===== src/rtl/trap_sequencer.sv =====
// Trap entry/exit sequencer: takes encoder requests and sequences the stall,
// vector redirect and return, with double faults halting the core.
module trap_sequencer #(
    parameter logic [15:0] VEC_BASE   = 16'h0010,
    parameter logic [15:0] VEC_STRIDE = 16'd4
) (
    input  logic        clk,
    input  logic        reset,
    input  logic        irq,
    input  logic        fault,
    input  logic [3:0]  trapnr,
    input  logic        int_enable,
    input  logic        instr_boundary,
    input  logic [15:0] pc_in,
    input  logic        handler_done,
    output logic        deassert,
    output logic        stall,
    output logic        pc_load,
    output logic [15:0] pc_load_addr,
    output logic [15:0] epc,
    output logic [1:0]  cause,
    output logic        in_trap,
    output logic        halted,
    output logic [7:0]  trap_count,
    output logic [2:0]  dbg_state
);

    typedef enum logic [2:0] {
        S_IDLE    = 3'd0,
        S_CAPTURE = 3'd1,
        S_ACK     = 3'd2,
        S_HANDLER = 3'd3,
        S_RETURN  = 3'd4,
        S_HALT    = 3'd5
    } state_t;

    state_t      r_state, w_next_state;
    logic        r_deassert, w_deassert;
    logic        r_stall, w_stall;
    logic        r_pc_load, w_pc_load;
    logic [15:0] r_pc_load_addr, w_pc_load_addr;
    logic [15:0] r_epc, w_epc;
    logic [1:0]  r_cause, w_cause;
    logic        r_in_trap, w_in_trap;
    logic        r_halted, w_halted;
    logic [7:0]  r_trap_count, w_trap_count;
    logic        w_take;
    logic [1:0]  w_lowest;

    // Faults are unmasked; an empty trapnr is a spurious request and ignored.
    assign w_take = (fault | (irq & int_enable & instr_boundary)) & (trapnr != 4'b0000);

    always_comb begin
        if (trapnr[0])      w_lowest = 2'd0;
        else if (trapnr[1]) w_lowest = 2'd1;
        else if (trapnr[2]) w_lowest = 2'd2;
        else                w_lowest = 2'd3;
    end

    always_comb begin
        w_next_state   = r_state;
        w_deassert     = r_deassert;
        w_stall        = r_stall;
        w_pc_load      = r_pc_load;
        w_pc_load_addr = r_pc_load_addr;
        w_epc          = r_epc;
        w_cause        = r_cause;
        w_in_trap      = r_in_trap;
        w_halted       = r_halted;
        w_trap_count   = r_trap_count;
        case (r_state)
            S_IDLE: begin
                w_deassert = 1'b0;
                w_pc_load  = 1'b0;
                w_in_trap  = 1'b0;
                w_stall    = 1'b0;
                if (w_take) begin
                    w_next_state = S_CAPTURE;
                    w_stall      = 1'b1;
                    w_epc        = pc_in;
                    w_cause      = w_lowest;
                    if (r_trap_count != 8'hFF) w_trap_count = r_trap_count + 8'd1;
                end
            end
            S_CAPTURE: begin
                w_next_state   = S_ACK;
                w_deassert     = 1'b1;
                w_pc_load      = 1'b1;
                w_pc_load_addr = VEC_BASE + 16'(r_cause) * VEC_STRIDE;
            end
            S_ACK: begin
                w_next_state = S_HANDLER;
                w_deassert   = 1'b0;
                w_pc_load    = 1'b0;
                w_stall      = 1'b0;
                w_in_trap    = 1'b1;
            end
            S_HANDLER: begin
                // A fault inside the handler outranks a simultaneous return.
                if (fault) begin
                    w_next_state = S_HALT;
                    w_halted     = 1'b1;
                    w_stall      = 1'b1;
                    w_in_trap    = 1'b0;
                end else if (handler_done) begin
                    w_next_state   = S_RETURN;
                    w_pc_load      = 1'b1;
                    w_pc_load_addr = r_epc;
                    w_in_trap      = 1'b0;
                end
            end
            S_RETURN: begin
                w_next_state = S_IDLE;
                w_pc_load    = 1'b0;
            end
            S_HALT: begin
                w_deassert = 1'b0;
                w_pc_load  = 1'b0;
            end
            default: w_next_state = S_IDLE;
        endcase
    end

    always_ff @(posedge clk or negedge reset) begin
        if (!reset) begin
            r_state        <= S_IDLE;
            r_deassert     <= 1'b0;
            r_stall        <= 1'b0;
            r_pc_load      <= 1'b0;
            r_pc_load_addr <= 16'h0000;
            r_epc          <= 16'h0000;
            r_cause        <= 2'd0;
            r_in_trap      <= 1'b0;
            r_halted       <= 1'b0;
            r_trap_count   <= 8'd0;
        end else begin
            r_state        <= w_next_state;
            r_deassert     <= w_deassert;
            r_stall        <= w_stall;
            r_pc_load      <= w_pc_load;
            r_pc_load_addr <= w_pc_load_addr;
            r_epc          <= w_epc;
            r_cause        <= w_cause;
            r_in_trap      <= w_in_trap;
            r_halted       <= w_halted;
            r_trap_count   <= w_trap_count;
        end
    end

    assign deassert     = r_deassert;
    assign stall        = r_stall;
    assign pc_load      = r_pc_load;
    assign pc_load_addr = r_pc_load_addr;
    assign epc          = r_epc;
    assign cause        = r_cause;
    assign in_trap      = r_in_trap;
    assign halted       = r_halted;
    assign trap_count   = r_trap_count;
    assign dbg_state    = r_state;

endmodule


===== config.mk =====
export PLATFORM = sky130hd
export DESIGN_NAME = trap_sequencer
export DESIGN_NICKNAME = d
export VERILOG_FILES = /design/src/rtl/trap_sequencer.sv
export SDC_FILE = /design/constraint.sdc
export NUM_CORES = 1
export LEC_CHECK = 0
export ABC_AREA = 1
export CORE_MARGIN = 1.5
export CORE_UTILIZATION = 40
export DETAILED_ROUTE_END_ITERATION = 12
export GPL_TIMING_DRIVEN = 0
export PLACE_DENSITY = 0.71
export REMOVE_ABC_BUFFERS = 1
export SLEW_MARGIN = 20
export SYNTH_ARGS = -nofsm -noshare
export SYNTH_HDL_FRONTEND = slang
export SYNTH_SLANG_ARGS = --single-unit

===== constraint.sdc =====
create_clock -name clk -period 2 [get_ports clk]
set_clock_uncertainty 0.2 [all_clocks]
set_input_delay 0.4 -clock clk [delete_from_list [all_inputs] [get_ports clk]]
set_output_delay 0.4 -clock clk [all_outputs]
set_load 0.05 [all_outputs]

==> metrics.md, run 1 <==
| Metric | Value |
|---|---|
| Syn_area_per_cell | approximately 8.9 sq um |
| Core Area | between 5000 and 6000 sq um |
| Register-to-Register Path Depth | 7 |
| Crit path launch type | flop |
| FILL cells | just under 600 |
| Crit. End Element | output port |
| Initial Util | roughly 41% |
| Antenna violations before repair | 0 |
| Synthesized area | between 2000 and 2500 sq um |
| Max H-tree Level | 2 |
| DIE AREA | around 6500 sq um |
| Max Buffers Root-to-Sink | 2 |
| N_diodes | 0 |
| # setup viols final | 0 |
| Async set-or-reset flop fraction in the synthesized netlist | between 90% and 100% |
| Bufs and invs on worst path | 1 |
| Relative slew slack | between 50 and 60% |
| Die width | between 80 and 90 microns |
| Via count | between 2000 and 2500 |
| Final WS setup | 70.2 ps |
| Synthesized instance count | about 270 |
| TritonCTS clock tree | yes |
| Row count | 28 |
| Critical-path cell list | dlygate4sd2_1 |
| Number of global-route vias before repair | approximately 1800 |
| Pre-CTS setup slack | -347 ps |
| Hold_sp | pc_load_addr[0] |
| Worst R2R Start | trap_count[0] |
| Hold Crit Class | flop to flop |
| CTS clk-pin slew, worst paths | 90 ps |
| Distinct cells, synth | 30 |
| Worst EP required | ~1400 ps |
| Crit Path Category | flop to output port |
| Synth warn | 0 |
| Hold Path Sink | pc_load_addr[0] |
| Max capacitance violation total | 0 |
| Die height | around 81 microns |
| Number of synthesized register bits | 50 |
| Global-route wire length before repair | about 8800 microns |
| CP Max Fanout | 8 |
| Residual DRC | 0 |
| Drt wl/cell | 12.9 microns |
| Unrepaired setup endpoints after global routing | true |
| TritonCTS Buffers | 5 |
| Final hold violations | 0 |
| Max IR drop VDD | slightly below 800 uV |
| Pwr/cell area | between 1500 and 2000 nW/um^2 |
| Hold slack | 286 ps |
| Register area | about 1300 sq um |
| Root Buffer | clkbuf_8 |
| Main flop type after synthesis | dfrtp_1 |
| Final Critical Period | 1930 ps |
| Initial DRC count | ~160 |
| Post-synth EDFFs | 0 |
| Num ports | 77 |
| CP max stage delay | roughly 560 ps |
| Critical Path Slowest Stage Cell | dlygate4sd2_1 |
| Worst-skew pair later-pin latency | 300 ps |
| Hold Crit Depth | 2 |
| Reg2reg setup slack | ~220 ps |
| RePlAce Congestion | between 0.7 and 0.8 |
| Detail Route Antenna Nets | 0 |
| Area grow syn2layout | 35.5% |
| Fmax | around 520 MHz |
| Final Max Slew Viols | 0 |
| Fraction of layout cells with a size suffix above 1 | approximately 17% |
| Avg Vias per Cell | around 4.8 |
| Leakage | around 1.7 nW |
| CP top delay family | buffers and inverters |
| Final HPWL DP | around 3800 microns |
| Period utilisation layout | between 90% and 100% |
| Detailed Route WL | between 5000 and 6000 microns |
| Initial DRT Pass Iterations | 4 |
| Total global routing overflow | 0 |
| Largest net degree at the start of global routing | just over 50 |
| Cell depth of the worst setup path | 1 |
| Port-buffer cells | 76 |
| Critical path arrival | about 1300 ps |
| Status | completed |
| Seq/Total Area, Yosys | 51.8% |
| Total Routing Usage GR | between 10% and 20% |
| Reg2reg end | trap_count[7] |
| Multi-input logic area | around 1000 sq um |
| CTS Sinks | 50 |
| Worst Max-Slew Pin Slew | about 640 ps |
| Final nets | around 380 |
cells in the mapped netlist, types with 2 or more instances:
| cell type | instances | area (sq um) |
|---|---|---|
| buf_2 | 3 | 15.0 |
| inv_2 | 3 | 11.3 |
| buf_4 | 2 | 15.0 |
| nand4_1 | 2 | 12.5 |
| nand2_1 | 109 | 409 |
| inv_1 | 13 | 48.8 |
| o21ai_0 | 9 | 45.0 |
| nand2_2 | 17 | 106 |
| o21ai_2 | 13 | 114 |
| dfrtp_1 | 50 | 1250 |
| a21oi_1 | 3 | 15.0 |
| xor2_1 | 2 | 17.5 |
| nor2_1 | 9 | 33.8 |
| nand3_1 | 16 | 80.1 |
| nor2_4 | 2 | 22.5 |
| buf_12 | 3 | 60.1 |
| nand2_4 | 2 | 22.5 |
layer usage:
layer,routed length (microns),global-route usage [%],up-vias
met3,272,3.64,2
met5,0,0,-
met1,2660,24.5,969
li1,-,-,1013
met2,2540,29.2,65
met4,29,5.17,0
flip-flops by register name (all words and copies together), names as in the netlist:
| name | cells |
|---|---|
| cause | 2 |
| deassert | 1 |
| dbg_state | 3 |
| pc_load | 1 |
| stall | 1 |
| epc | 16 |
| trap_count | 8 |
| in_trap | 1 |
| halted | 1 |
| pc_load_addr | 16 |
tightest hold or removal path, stage by stage (launching register included):
cell and delay [ps]:
dfrtp_1 360, nand2_2 60, o21ai_2 40
where the power goes:
group          total [mW]  switching [mW]  internal [mW]
sequential           1.78           0.349           1.43
clock               0.712           0.336          0.375
combinational        3.53            2.62          0.907
layout make-up:
class / count / area share [%]
multi-input cells: 197 / 31.4
flip-flops and latches: 50 / 38.2
inverters: 17 / 2.03
clock buffers: 5 / 2.10
repair buffers: 80 / 22.1
well taps: 75 / 2.87
clock inverters: 3 / 1.34
metrics by stage:
stage,setup TNS [ps],instances,total power [mW],cell area (sq um),util [%]
final,0,427,6.02,3270,55.6
after global placement,-66350,414,5.53,3180,54.0
after CTS,-26.8,424,6.06,3250,55.2
after detailed placement,-7920,414,5.59,3180,54.0
after floorplan,0,263,4.36,2320,-
after global routing,-6.75,427,6.41,3270,55.6
worst max path at each step:
stage             startpoint             to  slack (ps)
2_1_floorplan  trap_count[1]  trap_count[5]         140
3_5_place_dp           fault  trap_count[0]        -350
3_3_place_gp           reset  trap_count[7]       -1190
6_report       trap_count[5]  trap_count[5]          70
4_1_cts         dbg_state[1]   dbg_state[1]         -30
5_1_grt                fault         epc[2]          -7
cells by family after synthesis:
| family | synth area share [%] |
|---|---|
| AO/OA/AOI/OAI | 8.39 |
| buffers and inverters | 6.48 |
| XOR/XNOR | 1.09 |
| AND/OR/NAND/NOR | 31.7 |
| flip-flops | 51.8 |
| adder cells (fa/ha/maj) | 0.518 |
layout by cell type, fill, tap and decap left out, types with 4 or more instances in the layout:
cell and n:
nand2_2 17, clkdlybuf4s50_1 25, nand2_1 109, nor2_1 9
inv_1 13, clkbuf_8 5, buf_4 4, dlygate4sd2_1 47
o21ai_0 9, dfrtp_1 50, nand3_1 16, o21ai_2 13
what timing repair did:
| action | CTS | global route |
|---|---|---|
| resized for setup | 53 | 4 |
| hold endpoints to repair | 50 | 0 |
| buffers inserted | 0 | 3 |
| gates cloned | 1 | 0 |
| endpoints found under the setup margin | 55 | 7 |
| hold buffers | 1 | 0 |
| pin swaps | 0 | 1 |
(Power assumes the default switching activity.)
==> run 2, diff against run 1 <==
SETUP_SLACK_MARGIN = 0.02   (was unset)
TNS_END_PERCENT = 30   (was unset)
==> metrics.md, run 2 (synthesis results as in run 1) <==
| Metric | Value |
|---|---|
| Core Area | 5890 sq um (unchanged) |
| Placed cell areas | 3180 sq um (unchanged) |
| Critical path arrival | 1310 ps (-20 ps) |
| DIE AREA | 6510 sq um (unchanged) |
| Sequential share of power | 29.9% (+0.3 points) |
| Largest net degree at the start of global routing | 51 (unchanged) |
| N_diodes | 0 (unchanged) |
| CTS clk-pin slew, worst paths | 90 ps (about the same) |
| Clock share of power | 12.0% (+0.2 points) |
| Port-buffer cells | 76 (unchanged) |
| Max H-tree Level | 2 (unchanged) |
| Initial DRC count | 133 (-16%) |
| Switch Pwr | 3.27 mW (-1.1%) |
| CP Max Fanout | 8 (unchanged) |
| Worst-skew pair later-pin latency | 300 ps (about the same) |
| Final Max Slew Viols | 0 (unchanged) |
| Crit path launch type | flop |
| Row count | 28 (unchanged) |
| CTS Sinks | 50 (unchanged) |
| Crit. End Element | output port |
| Die width | 80.7 microns (unchanged) |
| Switching Share | 54.9% (about the same) |
| Crit Path Category | flop to output port |
| Cell internal pwr | 2.69 mW (-0.96%) |
| Die height | 80.7 microns (unchanged) |
| Final Critical Period | 1910 ps (-22.4 ps) |
| Max capacitance violation total | 0 (unchanged) |
| Residual DRC | 0 (unchanged) |
| Via count | 2013 (-1.8%) |
| Antenna violations before repair | 0 (unchanged) |
| Fmax | 524 MHz (+1.2%) |
| Hold Crit Class | flop to flop |
| Period utilisation layout | 95.4% (-1.1 points) |
| Most frequent cells in the layout | 108 x nand2_1, 50 x dfrtp_1, 47 x dlygate4sd2_1, 24 x clkdlybuf4s50_1, 18 x nand2_2 |
| Max Buffers Root-to-Sink | 2 (unchanged) |
| Drt wl/cell | 12.6 microns (-2.2%) |
| Total global routing overflow | 0 (unchanged) |
| Max IR drop VDD | 784 uV (-0.24%) |
| Fraction of layout cells with a size suffix above 1 | 16.4% (-0.38 points) |
| Total Routing Usage GR | 17.4% (-0.63 points) |
| Critical Path Slowest Stage Cell | clkdlybuf4s15_1 |
| Critical-path cell list | clkdlybuf4s15_1 |
| Initial DRT Pass Iterations | 4 (unchanged) |
| Avg Vias per Cell | 4.76 (-0.83%) |
| RePlAce Congestion | 0.787 (unchanged) |
| Leakage | 1.67 nW (-1.2%) |
| Final HPWL DP | 3750 microns (unchanged) |
| Detailed Route WL | 5330 microns (-3.2%) |
| Commonest non-fill, non-tap cell in the layout | nand2_1 |
| Number of global-route vias before repair | 1831 (-0.44%) |
| Worst EP required | 1400 ps (about the same) |
| Final nets | 375 (-1.1%) |
| CP max stage delay | 540 ps (-20 ps) |
| Layout Cells excl Fill | 423 (-0.94%) |
| Detail Route Antenna Nets | 0 (unchanged) |
| Final hold violations | 0 (unchanged) |
| Relative slew slack | 57.0% (about the same) |
| Unrepaired setup endpoints after global routing | true |
| Power share of the combinational group | 58.1% (-0.5 points) |
| TritonCTS clock tree | yes |
| TritonCTS Buffers | 5 (unchanged) |
| Root Buffer | clkbuf_8 |
| Initial Util | 41.0% (unchanged) |
| Cell area after layout | 3250 sq um (-0.73%) |
| Pwr/cell area | 1830 nW/um^2 (-0.29%) |
| Bufs and invs on worst path | 1 (unchanged) |
| Status | completed |
| Cells after DPL | 414 (unchanged) |
| Area grow syn2layout | 34.5% |
| # setup viols final | 0 (unchanged) |
| CP top delay family | buffers and inverters |
| Num ports | 77 (unchanged) |
| Global-route wire length before repair | 8600 microns (-2.3%) |
| Worst Max-Slew Pin Slew | 645 ps (+0.637 ps) |
==> run 2: cell count changes in the layout (fill, tap and decap cells not counted) <==
cell,delta
clkbuf_2,-1
nand2_2,+1
nor2_4,-1
clkdlybuf4s15_2,+2
clkdlybuf4s50_1,-1
nand2_1,-1
buf_4,-3
==> run 2: metrics by stage <==
stage	TNS (ps)	power, mW	hold WS, ps	utilization (%)	setup slack, ps
CTS	0	6.03	291	55.1	36.7
floorplan	0	4.36	-95.6	-	136
detailed placement	-7920	5.59	272	54.0	-347
global route	-9.63	6.35	314	55.2	-9.63
finish	0	5.96	287	55.2	92.5
global placement	-66350	5.53	262	54.0	-1190
==> run 2: power by group through the flow <==
stage               clock network, mW  logic (mW)  registers [mW]
floorplan                           0        1.15            3.21
global placement                    0        3.72            1.81
detailed placement                  0        3.77            1.82
CTS                             0.744        3.50            1.79
global route                    0.790        3.72            1.84
finish                          0.716        3.46            1.78
==> run 2: what timing repair did <==
action                                  in CTS  in global routing
pin swaps                                    0                  0
hold buffers                                 1                  0
resized for setup                           55                  5
buffers inserted                             0                  0
hold endpoints to repair                    50                  0
endpoints found under the setup margin      61                 27
==> run 2: layer usage <==
layer	wire (microns)	up-vias	track usage, %
li1	-	1004	-
met1	2530	944	23.2
met2	2510	63	28.3
met3	265	2	3.75
met4	29	0	5.17
met5	0	-	0
==> run 2: final timing paths <==
check	startpoint	end	slack [ps]	cells after the start
min in group asynchronous	reset	epc[6]	460	2
min	pc_load_addr[9]	pc_load_addr[9]	290	2
max	trap_count[5]	trap_count[5]	90	1
max reg2reg	dbg_state[2]	trap_count[0]	120	7
max in group asynchronous	reset	pc_load_addr[0]	710	2
min reg2reg	pc_load_addr[9]	pc_load_addr[9]	290	2
==> run 2: area by class of cell <==
cell class,count,area [sq um]
Sequential cell,50,1250
Inverter,17,66.3
Fill cell,583,2640
Timing Repair Buffer,77,707
Tap cell,75,93.8
Clock buffer,5,68.8
Clock inverter,3,43.8
Multi-Input combinational cell,196,1020
==> run 2: worst reg2reg max path, cell delays in order (launching register included) <==
cell,delay (ps)
dfrtp_1,420
inv_2,130
nand2_2,110
nor2_4,160
inv_2,60
nor2_4,490
nand3_1,150
nand2_1,100
